### config.mk
export PLATFORM = sky130hd
export DESIGN_NAME = password_attempt_controller
export DESIGN_NICKNAME = d
export VERILOG_FILES = /design/src/rtl/password_attempt_controller.sv
export SDC_FILE = /design/constraint.sdc
export NUM_CORES = 1
export LEC_CHECK = 0
export ABC_AREA = 1
export BUFFER_PORTS_ARGS = -buffer_cell sky130_fd_sc_hd__buf_2
export CAP_MARGIN = 15
export CORE_MARGIN = 4
export CORE_UTILIZATION = 66
export DETAILED_ROUTE_END_ITERATION = 8
export GPL_TIMING_DRIVEN = 0
export MAX_ROUTING_LAYER = met4
export PLACE_DENSITY = 0.85
export SYNTH_ARGS = -nofsm -noshare
export SYNTH_HDL_FRONTEND = slang
export SYNTH_SLANG_ARGS = --single-unit
### constraint.sdc
create_clock -name clk -period 3.5 [get_ports clk]
set_input_delay 0.7 -clock clk [delete_from_list [all_inputs] [get_ports clk]]
set_output_delay 0.7 -clock clk [all_outputs]
set_load 0.05 [all_outputs]
### src/rtl/password_attempt_controller.sv
// Password lock: synchronizes and debounces a check button, evaluates the switch
// code on each debounced press, and runs an unlock / lockout timer FSM.
module password_attempt_controller #(
  parameter logic [3:0]  PASSWORD        = 4'hA,
  parameter int unsigned DEBOUNCE_CYCLES = 1000000,
  parameter int unsigned UNLOCK_CYCLES   = 500000000,
  parameter int unsigned LOCKOUT_CYCLES  = 1000000000,
  parameter int unsigned MAX_FAILS       = 3
) (
  input  logic       clk,
  input  logic       rst,
  input  logic       btn_check,
  input  logic [3:0] password_in,
  output logic       unlocked,
  output logic       lockout,
  output logic [1:0] fail_count,
  output logic       attempt_pulse,
  output logic       attempt_ok,
  output logic [7:0] display_out
);

  localparam int unsigned TIMER_MAX = (UNLOCK_CYCLES > LOCKOUT_CYCLES) ? UNLOCK_CYCLES
                                                                       : LOCKOUT_CYCLES;
  localparam int TIMER_W = (TIMER_MAX > 1) ? $clog2(TIMER_MAX) : 1;
  localparam int CNT_W   = (DEBOUNCE_CYCLES > 1) ? $clog2(DEBOUNCE_CYCLES) : 1;

  localparam logic [TIMER_W-1:0] UNLOCK_LOAD  = TIMER_W'(UNLOCK_CYCLES - 1);
  localparam logic [TIMER_W-1:0] LOCKOUT_LOAD = TIMER_W'(LOCKOUT_CYCLES - 1);
  localparam logic [CNT_W-1:0]   CNT_LAST     = CNT_W'(DEBOUNCE_CYCLES - 1);
  localparam logic [1:0]         MAX_F        = 2'(MAX_FAILS);

  typedef enum logic [1:0] {
    ST_LOCKED   = 2'd0,
    ST_UNLOCKED = 2'd1,
    ST_LOCKOUT  = 2'd2
  } state_t;

  state_t             state;
  logic [TIMER_W-1:0] timer;

  logic             btn_meta, btn_s;
  logic [3:0]       pw_meta, pw_s;
  logic             db, db_q;
  logic [CNT_W-1:0] cnt;
  logic             attempt_evt;
  logic             pw_match;

  function automatic logic [7:0] locked_code(input logic [1:0] fails);
    return {4'hC, 2'b00, MAX_F - fails};
  endfunction

  // The code bus is only looked at on a debounced press, long after the switches
  // settle, so synchronizing each bit independently cannot yield a torn value.
  always_ff @(posedge clk) begin
    if (rst) begin
      btn_meta <= 1'b0;
      btn_s    <= 1'b0;
      pw_meta  <= 4'h0;
      pw_s     <= 4'h0;
      // NOTE: db and its delayed copy reset high so a button held across reset
      // never looks like a fresh 0->1 press.
      db       <= 1'b1;
      db_q     <= 1'b1;
      cnt      <= '0;
    end else begin
      btn_meta <= btn_check;
      btn_s    <= btn_meta;
      pw_meta  <= password_in;
      pw_s     <= pw_meta;
      db_q     <= db;
      if (btn_s == db) begin
        cnt <= '0;
      end else if (cnt == CNT_LAST) begin
        db  <= btn_s;
        cnt <= '0;
      end else begin
        cnt <= cnt + CNT_W'(1);
      end
    end
  end

  assign attempt_evt = db & ~db_q;
  assign pw_match    = (pw_s == PASSWORD);

  always_ff @(posedge clk) begin
    if (rst) begin
      state         <= ST_LOCKED;
      timer         <= '0;
      fail_count    <= 2'd0;
      unlocked      <= 1'b0;
      lockout       <= 1'b0;
      attempt_pulse <= 1'b0;
      attempt_ok    <= 1'b0;
      display_out   <= locked_code(2'd0);
    end else begin
      // NOTE: these defaults are overridden by any later non-blocking assignment
      // in this block, which is what makes the strobe last exactly one cycle.
      attempt_pulse <= 1'b0;
      attempt_ok    <= 1'b0;
      unique case (state)
        ST_LOCKED: begin
          if (attempt_evt) begin
            attempt_pulse <= 1'b1;
            if (pw_match) begin
              state       <= ST_UNLOCKED;
              fail_count  <= 2'd0;
              timer       <= UNLOCK_LOAD;
              unlocked    <= 1'b1;
              attempt_ok  <= 1'b1;
              display_out <= 8'h0E;
            end else if (fail_count == MAX_F - 2'd1) begin
              state       <= ST_LOCKOUT;
              fail_count  <= MAX_F;
              timer       <= LOCKOUT_LOAD;
              lockout     <= 1'b1;
              display_out <= 8'hFF;
            end else begin
              fail_count  <= fail_count + 2'd1;
              display_out <= locked_code(fail_count + 2'd1);
            end
          end
        end
        ST_UNLOCKED: begin
          if (timer == '0) begin
            state       <= ST_LOCKED;
            unlocked    <= 1'b0;
            display_out <= locked_code(fail_count);
          end else begin
            timer <= timer - TIMER_W'(1);
          end
        end
        ST_LOCKOUT: begin
          if (timer == '0) begin
            state       <= ST_LOCKED;
            fail_count  <= 2'd0;
            lockout     <= 1'b0;
            display_out <= locked_code(2'd0);
          end else begin
            timer <= timer - TIMER_W'(1);
          end
        end
        default: begin
          state <= ST_LOCKED;
        end
      endcase
    end
  end

endmodule
=== After elaboration in Yosys (flattened, before gate mapping) ===
Index checks and enable logic that the tools add are counted.

* Register bits: 78
* Output and inout port bits: 14
* Word-level logic and storage cells: 87

* Add/subtract/negate cells: 5
* Equal/unequal tests: 15
* Multiplexer cells: 30
* Bitwise logic cells: 5
* Reductions and logical operators: 17

{| class="wikitable"
|+ Operator list
! cell !! count
|-
| 2-to-1 mux 30 bit || 4
|-
| case mux 30 bit (2 select lines) || 1
|-
| 2-to-1 mux 8 bit || 4
|-
| logical NOT 30 bit || 1
|-
| subtractor 30 x 1 -> 30 bit, second input constant || 1
|-
| case mux 8 bit (3 select lines) || 1
|-
| adder 20 x 1 -> 20 bit, second input constant || 1
|-
| == test 20 bit, second input constant || 1
|-
| 2-to-1 mux 2 bit || 7
|-
| inequality test 2 bit, second input constant || 7
|-
| AND reduction 4 bit || 3
|-
| 2-to-1 mux 1 bit || 8
|-
| case mux 2 bit (2 select lines) || 2
|-
| 2-to-1 mux 6 bit || 1
|-
| AND reduction 3 bit || 2
|-
| nonzero test 2 bit || 3
|-
| OR reduction 3 bit || 2
|-
| AND reduction 5 bit || 1
|-
| == test 2 bit, second input constant || 2
|-
| == test 4 bit, second input constant || 1
|-
| NOT 1 bit || 4
|-
| case mux 1 bit (2 select lines) || 2
|-
| OR reduction 2 bit || 2
|-
| subtractor 2 bit, first input constant || 2
|-
| 9 further kinds || 9
|}

=== Depth between registers and ports, before layout ===
* Word-level depth: 6
* Mapped depth: 13
* Mapped depth without buffers: 12

=== Least setup slack after synthesis ===
Ideal clock, no wire load.

* Path type: flip-flop to flip-flop
* From: reg fail_count[0]
* To: reg timer[10]
* Library setup time: 0.132 ns
* Data arrival time: 1.826 ns
* Required time: 3.368 ns
* Path slack: 1.542 ns
* Stages on the path, launching flop included: 13
* Clock period less this slack: 1.958 ns
* Cells stage by stage: dfxtp_1 -> inv_1 -> ha_1 -> inv_1 -> nand3_1 -> nand2_1 -> inv_2 -> nand3_1 -> nand2_2 -> buf_6 -> buf_6 -> nand2_1 -> a21oi_1

* Word-level cells in the longest chain between the ends: 3

{| class="wikitable"
|+ RTL lines
! item !! RTL line !! source
|-
| start, declared || 16 || <nowiki>output logic [1:0] fail_count,</nowiki>
|-
| start signal, assigned || 118 || <nowiki>fail_count <= fail_count + 2'd1;</nowiki>
|-
| == test 2 bit || 111 || <nowiki>end else if (fail_count == MAX_F - 2'd1) begin</nowiki>
|-
| inequality test 3 bit (no line) || -- ||
|-
| AND reduction 4 bit (no line) || -- ||
|-
| end signal, assigned || 129 || <nowiki>timer <= timer - TIMER_W'(1);</nowiki>
|-
| end signal, assigned || 139 || <nowiki>timer <= timer - TIMER_W'(1);</nowiki>
|-
| end, declared || 39 || <nowiki>logic [TIMER_W-1:0] timer;</nowiki>
|}

Every way passes these cells.
A chain may end at the register's enable or synchronous reset.

=== Worst setup path in the final report ===
* From: reg state[0]
* To: reg timer[19]

* Word-level cells in the longest chain between the ends: 4

{| class="wikitable"
|+ RTL lines
! item !! RTL line !! source
|-
| start, declared || 38 || <nowiki>state_t state;</nowiki>
|-
| start signal, assigned || 87 || <nowiki>state <= ST_LOCKED;</nowiki>
|-
| start signal, assigned || 105 || <nowiki>state <= ST_UNLOCKED;</nowiki>
|-
| start signal, assigned || 112 || <nowiki>state <= ST_LOCKOUT;</nowiki>
|-
| == test 2 bit or == test 2 x 1 -> 1 bit (tied branches) || 100 || <nowiki>unique case (state)</nowiki>
|-
| OR reduction 2 bit (no line) || -- ||
|-
| inequality test 2 bit (no line) or nonzero test 2 bit (tied branches) || -- ||
|-
| AND reduction 4 bit (no line) || -- ||
|}

Parallel ways exist; a longest one is shown, timed or not.

==> results by group <==
Synthesis
  • Top post-synthesis cells by count: nand2_1, nor2_1, dfxtp_1
  • Synthesized flop and latch total: 75
  • Seq/Total Area, Yosys: 0.365
  • Synth Net Count: 653
  • Synth Flop Type: dfxtp_1
  • Syn_area_per_cell: 6.46 µm²
  • Post-synth ARST share: 0
  • Cell taking the most area after synthesis: dfxtp_1
  • Mapped Area: 4120 µm²
  • Post-synth EDFFs: 0
  • Cell variety after synth: 34
  • Most frequent cell after synthesis: nand2_1
  • Top post-synthesis cells by area: dfxtp_1, nand2_1, nor2_1, inv_1, nand3_1
  • Yosys warns: 0
  • Gate count after technology mapping: 637
  • Share of the synthesized area in the top cell type: 0.365

STA
  • Fmax: 466 MHz
  • Hold Vio Cnt, Final: 0
  • Period minus WS final: 2.14 ns
  • Part of the cycle the worst path needs: 0.613
  • RSZ-0062 raised after global routing: false
  • Max Slew Vio Count: 0
  • Worst Skew: 0.00719 ns
  • Slew margin rel.: 0.614
  • Tightest Pin Transition: 0.576 ns
  • Setup Total Neg Slack: 0 ns
  • Final Setup Violations: 0

Floorplan
  • Die H: 87.0 µm
  • Initial Util: 0.687
  • Top Ports: 21
  • Die W: 87.0 µm
  • Row count: 28
  • Full die area: 7570 µm²
  • Placeable Area: 5990 µm²

Critical path
  • Max stage delay on crit path: 0.38 ns
  • Critical Path Slowest Stage Cell: dfxtp_1
  • Critical Path AT: 2.43 ns
  • Reg-to-Reg End: timer[19]
  • R2R setup slack: 1.36 ns
  • CP Cell Sequence: inv_1, ha_1, clkbuf_1, inv_1, nand3_1, nand2_2, inv_2, buf_4, nand2_1, a21oi_1
  • R2R cell count: 10
  • Critical path type: flip-flop to flip-flop
  • Worst path depth: 10
  • Worst setup SP type: flip-flop
  • Crit. End Element: flip-flop
  • Critical path required time: 3.78 ns
  • Worst setup endpoint: timer[19]
  • Crit path max-delay family: buffers and inverters
  • CP most frequent cell: inv_1
  • Buf+Inv Stages, Crit Path: 5
  • Reg2reg start: state[0]
  • Max FO, Critical Path: 10
  • Critical Path Start: state[0]

Route
  • Via count: 4113
  • Avg WL per Cell: 13.4 µm
  • Residual DRC count: 0
  • Routed WL: 9.98 mm
  • Final ANT Viol Nets: 0
  • Initial DRC count: 282
  • Drt pass-1 iters: 5
  • Routed vias/inst: 5.51

Final layout
  • Fin nets: 683
  • P&R area growth vs syn: 10.7%
  • Fill cell count: 469
  • Final Non-Filler Cells: 747
  • Post-route core utilization: 0.761
  • Inserted Diodes: 0
  • Layout cells sized above 1: 0.101

Clock tree
  • TritonCTS Buffers: 9
  • Clock root cell: clkbuf_8
  • CTS tree: yes
  • Clk slew on worst S/H paths: 0.08 ns
  • Post-cts gate resize count: 0
  • CTS max path bufs: 2
  • CTS Hold Bufs: 0
  • Clock Latency Late Sink: 0.36 ns
  • Sink Count: 75
  • Post-CTS setup buffer count: 0
  • H-tree Lvls: 3

Power
  • Sequential power share: 0.497
  • Design Power: 1.74 mW
  • Switching part of the total power: 0.214
  • Pint: 1.37 mW
  • Clock share of power: 0.482
  • Gate power share: 0.021
  • Peak VDD IR: 345 µV
  • Power per cell area: 381 nW/µm²
  • Switch Pwr: 0.372 mW
  • Lkg Pwr: 2.11 nW

GRT
  • Initial antenna violation count: 0
  • Largest net degree at the start of global routing: 14
  • Vias in the first global route: 3999
  • First-pass GRT wire length: 17.3 mm
  • Overflow after GRT: 0
  • Tot GR Track Use: 0.297

Place
  • Placer Congestion: 0.979
  • Hpwl dp: 7.21 mm
  • Inst Count DP: 731
  • PortBufs: 19

Min path
  • Hold Crit Class: flip-flop to flip-flop

Outcome
  • Status: finished, final reports clean

Flow run
  • Max Cap Viol: 0
[area by class of cell]
type / count / area, µm² / area share
repair buffers: 19 / 95.1 / 0.0209
clock buffers: 10 / 138 / 0.0302
inverters: 78 / 293 / 0.0643
clock inverters: 6 / 113 / 0.0247
multi-input cells: 463 / 2200 / 0.482
flip-flops and latches: 75 / 1500 / 0.329
well taps: 75 / 93.8 / 0.0206
plain buffers: 21 / 128 / 0.0280
[per-stage QoR]
stage | instance area (µm²) | hold WS [ns] | setup slack [ns]
floorplan | 4120 | 0.388 | 1.54
global placement | 4310 | 0.392 | 1.47
detailed placement | 4310 | 0.395 | 1.41
CTS | 4560 | 0.399 | 1.37
global route | 4560 | 0.409 | 1.17
finish | 4560 | 0.403 | 1.36
[worst min-delay path by stage]
stage	from	endpoint	slack, ns	depth (start not counted)
2_1_floorplan	btn_meta	btn_s	0.39	2
3_3_place_gp	pw_meta[2]	pw_s[2]	0.39	2
3_5_place_dp	pw_meta[0]	pw_s[0]	0.40	2
4_1_cts	pw_meta[1]	pw_s[1]	0.40	2
5_1_grt	pw_meta[1]	pw_s[1]	0.41	2
6_report	pw_meta[1]	pw_s[1]	0.40	2
[power groups by stage]
stage	clock network [mW]	registers, mW	logic, mW
2_1_floorplan	0	0.883	0.0243
3_3_place_gp	0	0.883	0.0341
3_5_place_dp	0	0.884	0.0359
4_1_cts	0.842	0.864	0.0362
5_1_grt	0.880	0.865	0.0419
6_report	0.837	0.864	0.0361
[worst register-to-register path: cells and delay by family (launching register included)]
kind / cells / cell delay [ns]
buffers and inverters: 5 / 0.95
DFF: 1 / 0.38
and+or+nand+nor: 3 / 0.30
adders and majority gates: 1 / 0.30
AOI/OAI and AO/OA: 1 / 0.15
[metal layers]
layer  part of all wire  global-route usage
met1               0.42               0.334
met2               0.49               0.491
met3              0.049              0.0539
met4              0.041               0.177
met5                  0                   -
[registers in the layout, indices dropped and copies added (netlist names)]
register       flops
pw_s               4
lockout            1
pw_meta            4
btn_s              1
fail_count         2
db_q               1
unlocked           1
btn_meta           1
cnt               20
attempt_ok         1
state              2
db                 1
display_out        5
attempt_pulse      1
timer             30
[placed cells by master (no fill, tap or decap), types with 2 or more instances in the layout]
master	Yosys	layout
nor2_2	6	6
nand3_1	53	53
o21ai_0	22	22
a21oi_1	49	49
buf_1	2	2
or2_2	3	3
nand2_2	4	4
ha_1	9	9
buf_6	4	4
clkbuf_8	0	10
nand2_1	166	166
nor2_1	97	97
nand4_1	14	14
dfxtp_1	75	75
buf_4	4	4
nor3_1	8	8
nor4_1	3	3
bufinv_16	0	3
inv_1	73	73
clkinv_4	0	2
buf_2	3	22
xnor2_1	7	7
clkbuf_1	8	8
o21bai_1	2	2
xor2_1	9	9
inv_2	5	5
[cells by family after synthesis]
family                   Yosys count  synth area share
AO/OA/AOI/OAI                     79             0.103
XOR/XNOR                          16            0.0340
adder cells (fa/ha/maj)            9            0.0273
buffers and inverters             99             0.102
flip-flops                        75             0.365
AND/OR/NAND/NOR                  359             0.369
(Power assumes the default switching activity.)
